==> config.mk <==
export PLATFORM = sky130hd
export DESIGN_NAME = regfile_wb_arbiter
export DESIGN_NICKNAME = d
export VERILOG_FILES = /design/src/rtl/regfile_wb_arbiter_pkg.sv /design/src/rtl/regfile_wb_arbiter_scoreboard.sv /design/src/rtl/regfile_wb_arbiter.sv
export SDC_FILE = /design/constraint.sdc
export NUM_CORES = 1
export LEC_CHECK = 0
export CORE_ASPECT_RATIO = 2
export CORE_MARGIN = 10
export CORE_UTILIZATION = 45
export CTS_CLUSTER_SIZE = 10
export DETAILED_ROUTE_END_ITERATION = 8
export HOLD_SLACK_MARGIN = 0.02
export PLACE_DENSITY_LB_ADDON = 0.25
export REMOVE_ABC_BUFFERS = 1
export SYNTH_ARGS = -nofsm -noshare
export SYNTH_HDL_FRONTEND = slang
export SYNTH_HIERARCHICAL = 1
export SYNTH_SLANG_ARGS = --single-unit
export TNS_END_PERCENT = 10
==> constraint.sdc <==
create_clock -name HCLK -period 1.97 [get_ports HCLK]
set_clock_uncertainty 0.15 [all_clocks]
set_input_delay 0.394 -clock HCLK [delete_from_list [all_inputs] [get_ports HCLK]]
set_output_delay 0.394 -clock HCLK [all_outputs]
set_load 0.01 [all_outputs]
==> src/rtl/regfile_wb_arbiter_pkg.sv <==
// Shared definitions for the register-file writeback arbiter.
//   REG_ADDR_W : width of a register address (rd / chk fields)
//   XLEN       : width of a writeback data word
//   NUM_REGS   : number of architectural registers tracked by the scoreboard
//   req_id_e   : identity of the writeback requester that won arbitration
package regfile_wb_arbiter_pkg;

  localparam int REG_ADDR_W = 5;
  localparam int XLEN       = 32;
  localparam int NUM_REGS   = 32;

  typedef enum logic {
    REQ_ALU = 1'b0,
    REQ_LSU = 1'b1
  } req_id_e;

endpackage

==> src/rtl/regfile_wb_arbiter_scoreboard.sv <==
// Pending-write scoreboard: one bit per architectural register, set when a
// destination is reserved and cleared when the regfile write for it happens.
// Ports:
//   i_clk, i_rst            : clock, synchronous active-high reset
//   i_set_valid, i_set_rd   : reserve register i_set_rd as pending
//   i_clr_valid, i_clr_rd   : the regfile write to i_clr_rd happens this edge
//   i_chk_ra, i_chk_rb      : lookup addresses
//   o_ra_busy, o_rb_busy    : pending state of the looked-up registers
module regfile_scoreboard
  import regfile_wb_arbiter_pkg::*;
(
  input  logic                  i_clk,
  input  logic                  i_rst,
  input  logic                  i_set_valid,
  input  logic [REG_ADDR_W-1:0] i_set_rd,
  input  logic                  i_clr_valid,
  input  logic [REG_ADDR_W-1:0] i_clr_rd,
  input  logic [REG_ADDR_W-1:0] i_chk_ra,
  input  logic [REG_ADDR_W-1:0] i_chk_rb,
  output logic                  o_ra_busy,
  output logic                  o_rb_busy
);

  logic [NUM_REGS-1:0] r_pending;
  logic [NUM_REGS-1:0] w_pending_next;

  // Clear is applied before set so a reservation landing on the same edge as
  // the write that retires the old value keeps the register pending for the
  // new producer. x0 is hardwired, so its bit is forced low after both.
  always_comb begin
    w_pending_next = r_pending;
    if (i_clr_valid) w_pending_next[i_clr_rd] = 1'b0;
    if (i_set_valid) w_pending_next[i_set_rd] = 1'b1;
    w_pending_next[0] = 1'b0;
  end

  always_ff @(posedge i_clk) begin
    if (i_rst) r_pending <= '0;
    else       r_pending <= w_pending_next;
  end

  // Register state only: no bypass from the write in flight.
  assign o_ra_busy = r_pending[i_chk_ra];
  assign o_rb_busy = r_pending[i_chk_rb];

endmodule

==> src/rtl/regfile_wb_arbiter.sv <==
// Writeback arbiter between the ALU and the load unit for a single regfile
// write port, with a pending-register scoreboard.
// Ports:
//   HCLK, HRESET                          : clock, synchronous active-high reset
//   alu_valid/alu_ready/alu_rd/alu_data   : ALU writeback request
//   lsu_valid/lsu_ready/lsu_rd/lsu_data   : load-unit writeback request
//   rsv_valid/rsv_rd                      : reserve a destination as pending
//   chk_ra/chk_rb/ra_busy/rb_busy         : scoreboard lookup
//   WR/RW/DW                              : registered regfile write port
//   dbg_starve_cnt                        : current ALU starvation count
module regfile_wb_arbiter
  import regfile_wb_arbiter_pkg::*;
#(
  parameter int STARVE_MAX = 3,
  localparam int CNT_W = (STARVE_MAX < 1) ? 1 : $clog2(STARVE_MAX + 1)
) (
  input  logic                  HCLK,
  input  logic                  HRESET,
  input  logic                  alu_valid,
  output logic                  alu_ready,
  input  logic [REG_ADDR_W-1:0] alu_rd,
  input  logic [XLEN-1:0]       alu_data,
  input  logic                  lsu_valid,
  output logic                  lsu_ready,
  input  logic [REG_ADDR_W-1:0] lsu_rd,
  input  logic [XLEN-1:0]       lsu_data,
  input  logic                  rsv_valid,
  input  logic [REG_ADDR_W-1:0] rsv_rd,
  input  logic [REG_ADDR_W-1:0] chk_ra,
  input  logic [REG_ADDR_W-1:0] chk_rb,
  output logic                  ra_busy,
  output logic                  rb_busy,
  output logic                  WR,
  output logic [REG_ADDR_W-1:0] RW,
  output logic [XLEN-1:0]       DW,
  output logic [CNT_W-1:0]      dbg_starve_cnt
);

  localparam logic [CNT_W-1:0] STARVE_LIM = CNT_W'(STARVE_MAX);

  // Handshake: a request transfers on a rising edge where its valid and
  // ready are both high. Ready is a pure function of the current valids and
  // the starvation count, never of an earlier grant; a requester must hold
  // valid and its payload stable until it sees ready.
  logic                  w_starved;
  logic                  w_grant_alu;
  logic                  w_grant_lsu;
  logic                  w_hs;
  req_id_e               w_grant_id;
  logic [REG_ADDR_W-1:0] w_rd;
  logic [XLEN-1:0]       w_data;

  logic [CNT_W-1:0]      r_starve_cnt;
  logic                  r_wr;
  logic [REG_ADDR_W-1:0] r_rw;
  logic [XLEN-1:0]       r_dw;

  // LSU is preferred under contention until the ALU has lost STARVE_MAX
  // times in a row.
  assign w_starved   = (r_starve_cnt >= STARVE_LIM);
  assign w_grant_alu = ~HRESET & alu_valid & (~lsu_valid | w_starved);
  assign w_grant_lsu = ~HRESET & lsu_valid & (~alu_valid | ~w_starved);
  assign w_hs        = w_grant_alu | w_grant_lsu;
  assign w_grant_id  = w_grant_alu ? REQ_ALU : REQ_LSU;

  assign alu_ready = w_grant_alu;
  assign lsu_ready = w_grant_lsu;

  always_comb begin
    w_rd   = lsu_rd;
    w_data = lsu_data;
    if (w_grant_id == REQ_ALU) begin
      w_rd   = alu_rd;
      w_data = alu_data;
    end
  end

  // Any cycle the ALU is idle or wins resets its loss streak.
  always_ff @(posedge HCLK) begin
    if (HRESET) begin
      r_starve_cnt <= '0;
    end else if (!alu_valid || w_grant_alu) begin
      r_starve_cnt <= '0;
    end else if (!w_starved) begin
      r_starve_cnt <= r_starve_cnt + CNT_W'(1);
    end
  end

  // A granted write to x0 completes its handshake but never reaches the
  // regfile; RW/DW keep their last real write so they only move with WR.
  always_ff @(posedge HCLK) begin
    if (HRESET) begin
      r_wr <= 1'b0;
      r_rw <= '0;
      r_dw <= '0;
    end else begin
      r_wr <= 1'b0;
      if (w_hs && (w_rd != '0)) begin
        r_wr <= 1'b1;
        r_rw <= w_rd;
        r_dw <= w_data;
      end
    end
  end

  assign WR             = r_wr;
  assign RW             = r_rw;
  assign DW             = r_dw;
  assign dbg_starve_cnt = r_starve_cnt;

  regfile_scoreboard u_scoreboard (
    .i_clk       (HCLK),
    .i_rst       (HRESET),
    .i_set_valid (rsv_valid),
    .i_set_rd    (rsv_rd),
    .i_clr_valid (r_wr),
    .i_clr_rd    (r_rw),
    .i_chk_ra    (chk_ra),
    .i_chk_rb    (chk_rb),
    .o_ra_busy   (ra_busy),
    .o_rb_busy   (rb_busy)
  );

endmodule
==> qor.yml <==
wirelength_um: 14470
yosysTopAreaCell: "dfxtp_1"
synth_common_cells: "85 x mux2i_1, 71 x dfxtp_1, 40 x nand2_1"
holdWs_ps: 323.2
hold_class: "reg -> reg"
ant_nets: 0
port_buffers: 137
cts_sinks: 71
diodes: 0
power.internal_mw: 3.231
drt_iter0_drc: 209
htree_levels: 3
r2r_end: "DW[14]$_SDFFE_PP0P_"
synth_area_leaders: "dfxtp_1 37%, mux2i_1 22%, nand2b_1 6.1%, a21oi_1 4.9%, o21ai_0 4.3%"
reg2reg_depth: 7
drv_slew: 0
antenna_found_initial: 0
place_congestion: 0.9865
final_net_count: 702
setup-tns-final_ps: -756.6
die_h_um: 151.2
slew_headroom: 0.6307
initial_core_util: 0.4634
worst_skew_pair.late_latency_ps: 330
synth_top_area_frac: 0.3673
cts_tree: "built"
startpoint_type: "flop"
ys_warn_count: 6
syn_inst: 424
r2r_slack_ps: -40
hpwl_um: 11120
finalCoreUtilization: 0.7504
min-delay-start: "DW[17]$_SDFFE_PP0P_"
synth_area_per_cell_sq_um: 9.127
root_buffer: "clkbuf_16"
async_flop_share: 0
power_mw: 4.345
rows: 47
num_io_pins: 138
hold_viol: 0
fmax_mhz: 456.4
violations: "setup timing"
grt_pass1_wl_um: 22600
power.density_nw_per_um2: 693.4
period_needed_ps: 2191
drc_errors: 0
post-route-period-util: 1.112
area_delta_synth_final_pct: 61.91
p_leak_nw: 2.654
worst-slew-pin-transition_ps: 552.2
syn_area_sq_um: 3870
crit_path_end_kind: "output pin"
grt_pass1_vias: 4391
slowest_delay_ps: 460
rsz0062_at_grt: "yes"
pwr-share-comb: 0.223
synth_seq_cells: 71
holdPathStages: 2
drt_pass1_iterations: 4
critPathArrivalTime_ps: 1650
critPathMaxFanout: 3
critPathRequiredTime_ps: 1430
synth_cell_types: 37
die_width_um: 85.58
timing.rr.start: "dbg_starve_cnt[1]$_SDFFE_PP0N_"
synth_edf_count: 0
yosys_most_used_dff: "dfxtp_1"
ir_drop_v: 0.0005972
coreArea_sq_um: 8351
post_drt_via_cell_ratio: 5.620
setup_slack_ps: -221.1
status: "finished with violations"
p_clk_frac: 0.412
dr_total_vias: 3990
grt_max_degree: 48
clockBufferDepth: 2
grt-ovfl-total: 0
dieArea_sq_um: 12930
hold_path_end: "DW[17]$_SDFFE_PP0P_"
switching_share: 0.2563
maxCapViolations: 0
seqPwrFrac: 0.366
slowest_stage: "mux4_2"
wl_per_cell_um: 20.38
power.switching_mw: 1.114
clkTransAtPathRegs_ps: 60
dp_slack_ps: -914.6
cts_buffers: 9
crit_chain: "mux4_2 -> nand2b_4 -> o211ai_1 -> nand4_1 -> buf_2"
drive_gt1_frac: 0.2075
grtUsageTotal: 0.2213
nFillCells: 613
path_class: "reg -> out"
yosysSeqAreaShare: 0.3673
synth.most_common_cell: "mux2i_1"
finalSetupViolations: 22
[layout make-up]
class                   instances  area, sq um  area share
inverters                       6        22.52    0.003594
clock inverters                 6        92.59     0.01478
repair buffers                195         1888      0.3013
clock buffers                  10        239.0     0.03814
flip-flops and latches         71         1435      0.2290
well taps                      98        122.6     0.01957
multi-input cells             324         2466      0.3936
[what timing repair did]
| item | in CTS | in global routing |
|---|---|---|
| hold buffers | 0 | 0 |
| gates resized for setup | 52 | 27 |
| cloned | 1 | 2 |
| setup endpoints to repair | 40 | 39 |
| buffers inserted | 1 | 3 |
| pin swaps | 8 | 9 |
[power groups by stage]
| stage | Clock, mW | Sequential (mW) | Combinational (mW) |
|---|---|---|---|
| final | 1.79 | 1.59 | 0.967 |
| after CTS | 1.81 | 1.59 | 0.937 |
| after floorplan | 0 | 1.65 | 0.286 |
| after global placement | 0 | 1.61 | 0.903 |
| after detailed placement | 0 | 1.62 | 0.916 |
| after global routing | 1.86 | 1.60 | 1.04 |
[flip-flops by register name, summed over array words and instances, names as in the netlist]
register,cells
DW,32
RW,5
WR,1
dbg_starve_cnt,2
u_scoreboard/r_pending,31
[logic make-up (layout without fill, tap and decap cells)]
logic type      count (synthesis)  after routing  synth area share
compound gates                 91             91            0.1342
fa+ha+maj                       1              1          0.003233
buf+inv                        29            217           0.03944
flops                          71             71            0.3673
mux                            91             91            0.2548
simple gates                  141            141            0.2011
[metal layers]
metal  GRT usage  part of all wire  up-vias
met3     0.08876             0.078       59
met5           0                 0        -
met1      0.1904              0.33     1863
li1            -                 -     1898
met4      0.1573             0.067        0
met2      0.3998              0.53      170
[stage by stage]
step	instance area (sq um)	instances
global placement	5669	688
CTS	6116	706
detailed placement	5669	688
finish	6266	710
floorplan	3740	401
global route	6266	710
[critical path: cells and delay by family (launching register included)]
family,cells,cell delay [ps]
compound gates,1,100
buf+inv,1,160
flops,1,330
mux,1,460
simple gates,2,260
[placed cells by master, fill, tap and decap left out, types with 7 or more instances in the layout]
cell type / count
mux2i_1: 80
buf_4: 49
nor2_1: 10
a21oi_1: 37
nand2_1: 40
dfxtp_2: 8
nand2b_1: 33
o21ai_0: 33
clkbuf_16: 11
nand3_1: 14
dfxtp_1: 62
nor2b_1: 7
clkdlybuf4s50_1: 119
[worst max-delay path by stage]
stage                                                      from            endpoint  slack (ps)  cells after the start
after detailed placement                              chk_ra[0]             ra_busy        -910                      6
final                      u_scoreboard/r_pending[7]$_SDFF_PP0_             rb_busy        -220                      5
after global routing       u_scoreboard/r_pending[7]$_SDFF_PP0_             rb_busy        -290                      5
after floorplan                  dbg_starve_cnt[0]$_SDFFE_PP0N_  DW[0]$_SDFFE_PP0P_       -3400                      5
after global placement                                chk_ra[0]             ra_busy        -860                      6
after CTS                 u_scoreboard/r_pending[23]$_SDFF_PP0_             ra_busy        -220                      5
Power figures use the tool's default switching activity.
